File: src/rtl/xadc_drp_responder.sv
// Behavioural XADC DRP slave for simulation builds: 128x16 register space with a
// read-only status half, a read/write config half and a free-running conversion timer.
module xadc_drp_responder #(
  parameter int unsigned LATENCY     = 4,
  parameter int unsigned CONV_PERIOD = 1000,
  parameter logic [15:0] TEMP_INIT   = 16'h9A00,
  parameter logic [15:0] CFG42_INIT  = 16'h0400
) (
  input  logic        clock_i,
  input  logic        reset_n_i,
  input  logic        den_i,
  input  logic        dwe_i,
  input  logic [6:0]  daddr_i,
  input  logic [15:0] di_i,
  output logic [15:0] do_o,
  output logic        drdy_o,
  output logic        busy_o,
  output logic        eoc_o,
  output logic        protocol_err_o
);

  localparam int unsigned   CW        = $clog2(CONV_PERIOD);
  localparam logic [CW-1:0] CONV_LAST = CW'(CONV_PERIOD - 1);
  localparam logic [3:0]    LAT_LOAD  = 4'(LATENCY - 1);

  typedef enum logic [1:0] {
    IDLE = 2'd0,
    WAIT = 2'd1,
    RESP = 2'd2
  } state_t;

  state_t        state_q, state_d;
  logic [3:0]    lat_q, lat_d;
  logic [6:0]    addr_q, addr_d;
  logic [15:0]   data_q, data_d;
  logic          we_q, we_d;
  logic          err_q, err_d;
  logic [15:0]   do_q, do_d;
  logic          drdy, busy, cfg_we;
  logic [15:0]   rd_data;
  logic [CW-1:0] conv_q;
  // Only the low nibble of the sample counter is ever observable, so only it is stored.
  logic [3:0]    samp_q;
  logic [15:0]   cfg_q [64];

  // Conversion timer, independent of DRP traffic.
  always_ff @(posedge clock_i or negedge reset_n_i) begin
    if (!reset_n_i) begin
      conv_q <= '0;
      samp_q <= '0;
    end else if (conv_q == CONV_LAST) begin
      conv_q <= '0;
      samp_q <= samp_q + 4'd1;
    end else begin
      conv_q <= conv_q + 1'b1;
    end
  end

  assign eoc_o = (conv_q == CONV_LAST);

  // Evaluated in the RESP cycle, so status reads see the pre-increment sample count.
  always_comb begin
    rd_data = '0;
    if (addr_q[6]) begin
      rd_data = cfg_q[addr_q[5:0]];
    end else if (addr_q == 7'h00) begin
      rd_data = TEMP_INIT + {12'b0, samp_q};
    end else if (addr_q == 7'h3F) begin
      rd_data = {12'b0, samp_q};
    end
  end

  always_ff @(posedge clock_i or negedge reset_n_i) begin
    if (!reset_n_i) begin
      state_q <= IDLE;
      lat_q   <= '0;
      addr_q  <= '0;
      data_q  <= '0;
      we_q    <= 1'b0;
      err_q   <= 1'b0;
      do_q    <= '0;
    end else begin
      state_q <= state_d;
      lat_q   <= lat_d;
      addr_q  <= addr_d;
      data_q  <= data_d;
      we_q    <= we_d;
      err_q   <= err_d;
      do_q    <= do_d;
    end
  end

  always_comb begin
    state_d = state_q;
    lat_d   = lat_q;
    addr_d  = addr_q;
    data_d  = data_q;
    we_d    = we_q;
    err_d   = err_q;
    do_d    = do_q;
    drdy    = 1'b0;
    busy    = 1'b0;
    cfg_we  = 1'b0;
    unique case (state_q)
      IDLE: begin
        if (den_i) begin
          addr_d  = daddr_i;
          data_d  = di_i;
          we_d    = dwe_i;
          lat_d   = LAT_LOAD;
          state_d = (LATENCY == 1) ? RESP : WAIT;
        end
      end
      WAIT: begin
        busy = 1'b1;
        if (den_i) err_d = 1'b1;
        lat_d = lat_q - 4'd1;
        if (lat_q <= 4'd1) state_d = RESP;
      end
      RESP: begin
        drdy = 1'b1;
        if (den_i) err_d = 1'b1;
        if (!we_q) begin
          do_d = rd_data;
        end else if (addr_q[6]) begin
          cfg_we = 1'b1;
        end
        state_d = IDLE;
      end
      default: state_d = IDLE;
    endcase
  end

  always_ff @(posedge clock_i or negedge reset_n_i) begin
    if (!reset_n_i) begin
      for (int unsigned i = 0; i < 64; i++) begin
        cfg_q[6'(i)] <= (i == 2) ? CFG42_INIT : '0;
      end
    end else if (cfg_we) begin
      cfg_q[addr_q[5:0]] <= data_q;
    end
  end

  // do_d equals do_q except in a read RESP cycle, giving valid data alongside drdy.
  assign do_o           = do_d;
  assign drdy_o         = drdy;
  assign busy_o         = busy;
  assign protocol_err_o = err_q;

endmodule
File: config.mk
export PLATFORM = sky130hd
export DESIGN_NAME = xadc_drp_responder
export DESIGN_NICKNAME = d
export VERILOG_FILES = /design/src/rtl/xadc_drp_responder.sv
export SDC_FILE = /design/constraint.sdc
export NUM_CORES = 1
export LEC_CHECK = 0
export ABC_CLOCK_PERIOD_IN_PS = 2590
export CORE_AREA = 10 10 333 335
export CTS_CLUSTER_DIAMETER = 120
export DETAILED_ROUTE_END_ITERATION = 10
export DIE_AREA = 0 0 343 345
export PLACE_DENSITY_LB_ADDON = 0.25
export SLEW_MARGIN = 0
export SYNTH_ARGS = -nofsm -noshare
export SYNTH_HDL_FRONTEND = slang
export SYNTH_SLANG_ARGS = --single-unit
File: constraint.sdc
create_clock -name clock_i -period 2.59 [get_ports clock_i]
set_input_delay 0.3885 -clock clock_i [delete_from_list [all_inputs] [get_ports clock_i]]
set_output_delay 0.3885 -clock clock_i [all_outputs]
set_load 0.02 [all_outputs]
==> results by stage <==
STA:
- The timing-limited maximum frequency is 261 MHz.
- The time the final worst path needs with I/O delays and setup is 3830 ps.
- The final critical path takes up 148% of the cycle.
- The clock arrives with around 33 ps of skew.
- After routing, the total negative slack on setup checks comes to -18,540 ps.
- Setup repair after global routing could not meet its margin everywhere.
- The final number of hold-violating endpoints was 0.
- Setup violations remaining at the end of the flow were counted as 40.
- The max-slew violation count is 0.
- The worst pin sits at a relative slew slack of 35.8%.
- Across all setup checks in the final design, the least slack found is -1240 ps.
- The slew at the pin closest to its max-slew limit is ~960 ps.

Worst setup path:
- The timing startpoint of the critical path is addr_q[2].
- STA puts the critical path data arrival time at ~3400 ps.
- The launch instance of the worst register-to-register path is addr_q[0].
- The endpoint identified for the worst register-to-register timing path is do_q[12].
- The endpoint of the most critical setup path is do_o[13].
- The worst setup path is launched from a flip-flop.
- The endpoint class of the critical path is an output pin.
- The minimum setup slack among reg-to-reg paths is -140 ps.
- The endpoint required time on the critical path is between 2000 and 2500 ps.
- The type of the setup path with the least slack is reg -> out.
- The worst-path maximum fanout is 14.
- For the worst flop-to-flop path, the logic depth is 10.

Synth:
- The most used flip-flop cell after synthesis is dfrtp_1.
- The number of nets in the synthesized netlist is about 3,600.
- In this run, synthesis inferred 0 flip-flops with an integrated enable.
- The cell area after synthesis is approximately 50,000 um2.
- The synthesized netlist contains between 60 and 70 unique library cells.
- The synthesized design contains 1,085 register bits.
- The share of the Yosys chip area taken by registers is 54.7%.
- Yosys attributes the largest share of cell area to dfrtp_1 (55%), mux2_2 (25%), mux2i_1 (3.3%), mux4_2 (2.6%), a221oi_1 (1.7%).
- The cell type contributing the most total cell area after synthesis is dfrtp_1.
- Synthesis produced a netlist whose cell count is about 3,600.
- The area share of the leading cell type in the synthesized netlist is a little over half.
- For this run, the number of Yosys warnings is 0.
- The share of async-settable or async-resettable flops after synthesis is 100%.
- The average instance in the mapped netlist occupies about 14 um2.

Finish:
- The fraction of layout cells with a size suffix above 1 is about 54%.
- The area growth from synthesis to final layout is 25.3%.
- In the final design database the tool counted around 4,000 nets.

Die:
- The die is 343 um wide.
- The initial core utilization is 47.6%.
- In this run the vertical extent of the chip is ~350 um.
- The number of placement rows is approximately 120.
- The top-level I/O count is between 40 and 50.
- The floorplan die area is about 120,000 um2.
- After floorplanning, the core was sized to cover ~100,000 um2.

Drt:
- The post-detailed-route via-to-cell ratio is between 6 and 7.
- The vias after detailed routing is ~34,000.
- The number of detailed-routing iterations run before antenna repair is 5.
- Summed over all layers, the routed wires come to approximately 160 mm.
- In this run, the number of DRC markers left after iteration 0 of detailed routing was approximately 2,800.
- The routed length per placed instance is roughly 30 um.
- In the routed design, unresolved DRC markers number 0.
- The number of nets with antenna violations after routing is 0.

Clock tree:
- No sink is reached through more buffers than the 3 on the longest clock path.
- The clock tree from TritonCTS is built.
- Clock-pin slew was measured on the worst setup and hold paths at around 60 ps.
- The clock latency of the later-clocked register in the worst-skew pair is ~720 ps.
- In this run, CTS created clock tree buffers numbering 113.
- The clock tree root buffer cell is clkbuf_16.
- The clock sink count is 1,085.
- The CTS H-tree depth is 3.

Power and ir drop:
- The worst-case IR drop observed on VDD is between 1 and 1.5 mV.
- The share of total power dissipated in combinational logic is between 40% and 50%.
- The switching power total is between 20 and 25 mW.
- The total design power is around 67 mW.
- The leakage component of the power is a little under 30 nW.
- In this run the power density over the cells is roughly 1100 nW/um2.
- The share of total power dissipated in sequential elements is around 34%.
- The part of the total power dissipated in the clock network is between 20% and 30%.
- In this run switching power makes up between 30% and 40% of total power.
- The internal power component is roughly 42 mW.

Place:
- The placer's final routability congestion estimate is between 0.9 and 1.
- The detailed-placement wirelength estimate is ~110 mm.
- The count of buffers added on input and output ports is 46.

Run:
- Max-cap violations in this run came to 0.

Min path:
- The worst hold path class is in -> async.

Global route:
- The number of antenna violations at the first check in global routing was 3.
- Entering global routing, the biggest net connects 82 pins.
- Global routing used 27.2% of the available tracks across all layers.
- The residual overflow from global routing is 0.
- The global-route wire length before repair is 242 mm.
- The number of global-route vias before repair came to 34,900.

Status:
- The flow ran to the end, but the final reports show violations.
- The checks that failed: negative setup slack.
==> Yosys cell counts, types with 6 or more instances <==
master        n
mux4_2       58
nor2_2       46
or3b_2        6
nor2b_1       9
nor2_1       56
a211oi_1     16
nor3_1       13
a221o_1      25
nand2b_1      6
o2bb2ai_1    17
a31oi_1      16
buf_4        47
o22ai_1      63
o221ai_1      8
buf_2       110
o21ai_0      69
a221oi_1     98
a22o_1       19
xnor2_1       6
a21oi_1      85
mux2_2     1107
ha_1          7
a22oi_1      53
o211ai_1      8
and3_1        9
mux2i_1     166
buf_1        13
inv_1        11
nand2_1      61
o22a_1        6
dfrtp_1    1084
nand2_2      10
nand3_1      32
a21boi_0      7
nand3b_1      7
clkbuf_1    161
==> area by class of cell <==
type	instances	area [um2]
tap	1391	1740
inverter	15	71.3
clock buffer	166	3360
clock inverter	48	503
multi-input combinational	2156	22200
sequential	1085	27200
timing repair buffer	628	7170
fill	7969	42200
antenna	1	2.50
==> worst min-delay path by stage <==
stage	start	endpoint	slack, ps	depth (start not counted)
after floorplan	reset_n_i	addr_q[0]	90	0
after global placement	reset_n_i	cfg_q[502]	380	1
after detailed placement	reset_n_i	cfg_q[410]	370	1
after CTS	reset_n_i	cfg_q[410]	220	2
after global routing	reset_n_i	cfg_q[410]	250	2
final	reset_n_i	cfg_q[410]	240	2
==> kinds of logic (layout without fill, tap and decap cells) <==
group | Yosys count | in the layout | synth area share, %
multiplexers | 1331 | 1331 | 31.1
flip-flops | 1085 | 1085 | 54.7
AO/OA/AOI/OAI | 521 | 521 | 7.47
buffers and inverters | 348 | 857 | 3.29
AND/OR/NAND/NOR | 287 | 287 | 3.08
XOR/XNOR | 10 | 10 | 0.176
adder cells (fa/ha/maj) | 7 | 7 | 0.176
other | 0 | 1 | 0
==> metal layers <==
layer | vias to the layer above | routed length (um) | global-route usage [%]
li1 | 14200 | - | -
met1 | 18200 | 69300 | 37.3
met2 | 1280 | 74500 | 41.7
met3 | 353 | 11400 | 4.95
met4 | 4 | 7780 | 12.4
met5 | - | 28 | 0
==> worst max-delay path, cell delays in order, from the launching register on <==
cell      delay (ps)
dfrtp_4          580
buf_8            180
buf_4            150
nor2_4           180
buf_4            190
buf_12           200
a22oi_1          100
o22ai_1          250
a211oi_2          80
buf_4            150
o22ai_2          160
o31a_1           180
buf_6            150
buf_4            150
==> power by group through the flow <==
stage          combinational (mW)  clock [mW]  sequential, mW
4_1_cts                      26.1        17.1            22.4
6_report                     27.3        16.9            22.5
5_1_grt                      28.1        17.8            22.8
3_5_place_dp                 22.4           0            22.7
3_3_place_gp                 22.2           0            22.6
2_1_floorplan                12.2           0            21.1
==> timing repair <==
action / CTS / global route
pin swaps: 51 / 37
buffers inserted: 61 / 6
cloned: 16 / 1
setup endpoints to repair: 288 / 367
hold endpoints to repair: 27 / 0
hold buffers: 1 / 0
resized for setup: 341 / 115
==> cells in the final DEF, fill, tap and decap left out, types with 13 or more instances in the layout <==
master	instances
o21ai_1	21
a22oi_1	42
buf_4	367
nand3_1	25
clkinv_2	34
buf_8	16
clkbuf_1	26
clkbuf_16	120
buf_6	71
nor2_4	13
clkdlybuf4s50_1	26
o2bb2ai_1	13
mux2i_1	153
a21oi_1	71
clkbuf_8	21
a22o_1	16
a221oi_2	37
nor2_1	52
buf_12	125
a221o_1	25
dfrtp_1	1065
mux4_2	58
mux2_4	19
o22ai_1	55
a221oi_1	60
o21ai_0	36
mux2_2	1088
nand2_1	57
dfrtp_2	15
nor2_2	37
==> metrics by stage <==
stage                     hold WS [ps]  setup WS [ps]  instances  cell area (um2)  utilization, %
after floorplan                   92.9          0.830       3589            49600               -
after global placement             378          -1090       5196            55500            53.2
after detailed placement           369          -1110       5196            55500            53.2
after CTS                          225          -1210       5487            61700            59.1
after global routing               251          -1250       5490            62200            59.6
final                              237          -1240       5490            62200            59.6
==> registers in the layout (all words and copies together), names as in the netlist <==
register        count
protocol_err_o      1
addr_q              7
state_q             2
cfg_q            1024
data_q             16
lat_q               4
we_q                1
samp_q              4
conv_q             10
do_q               16
Note: power is estimated with default switching activity, not from simulation.
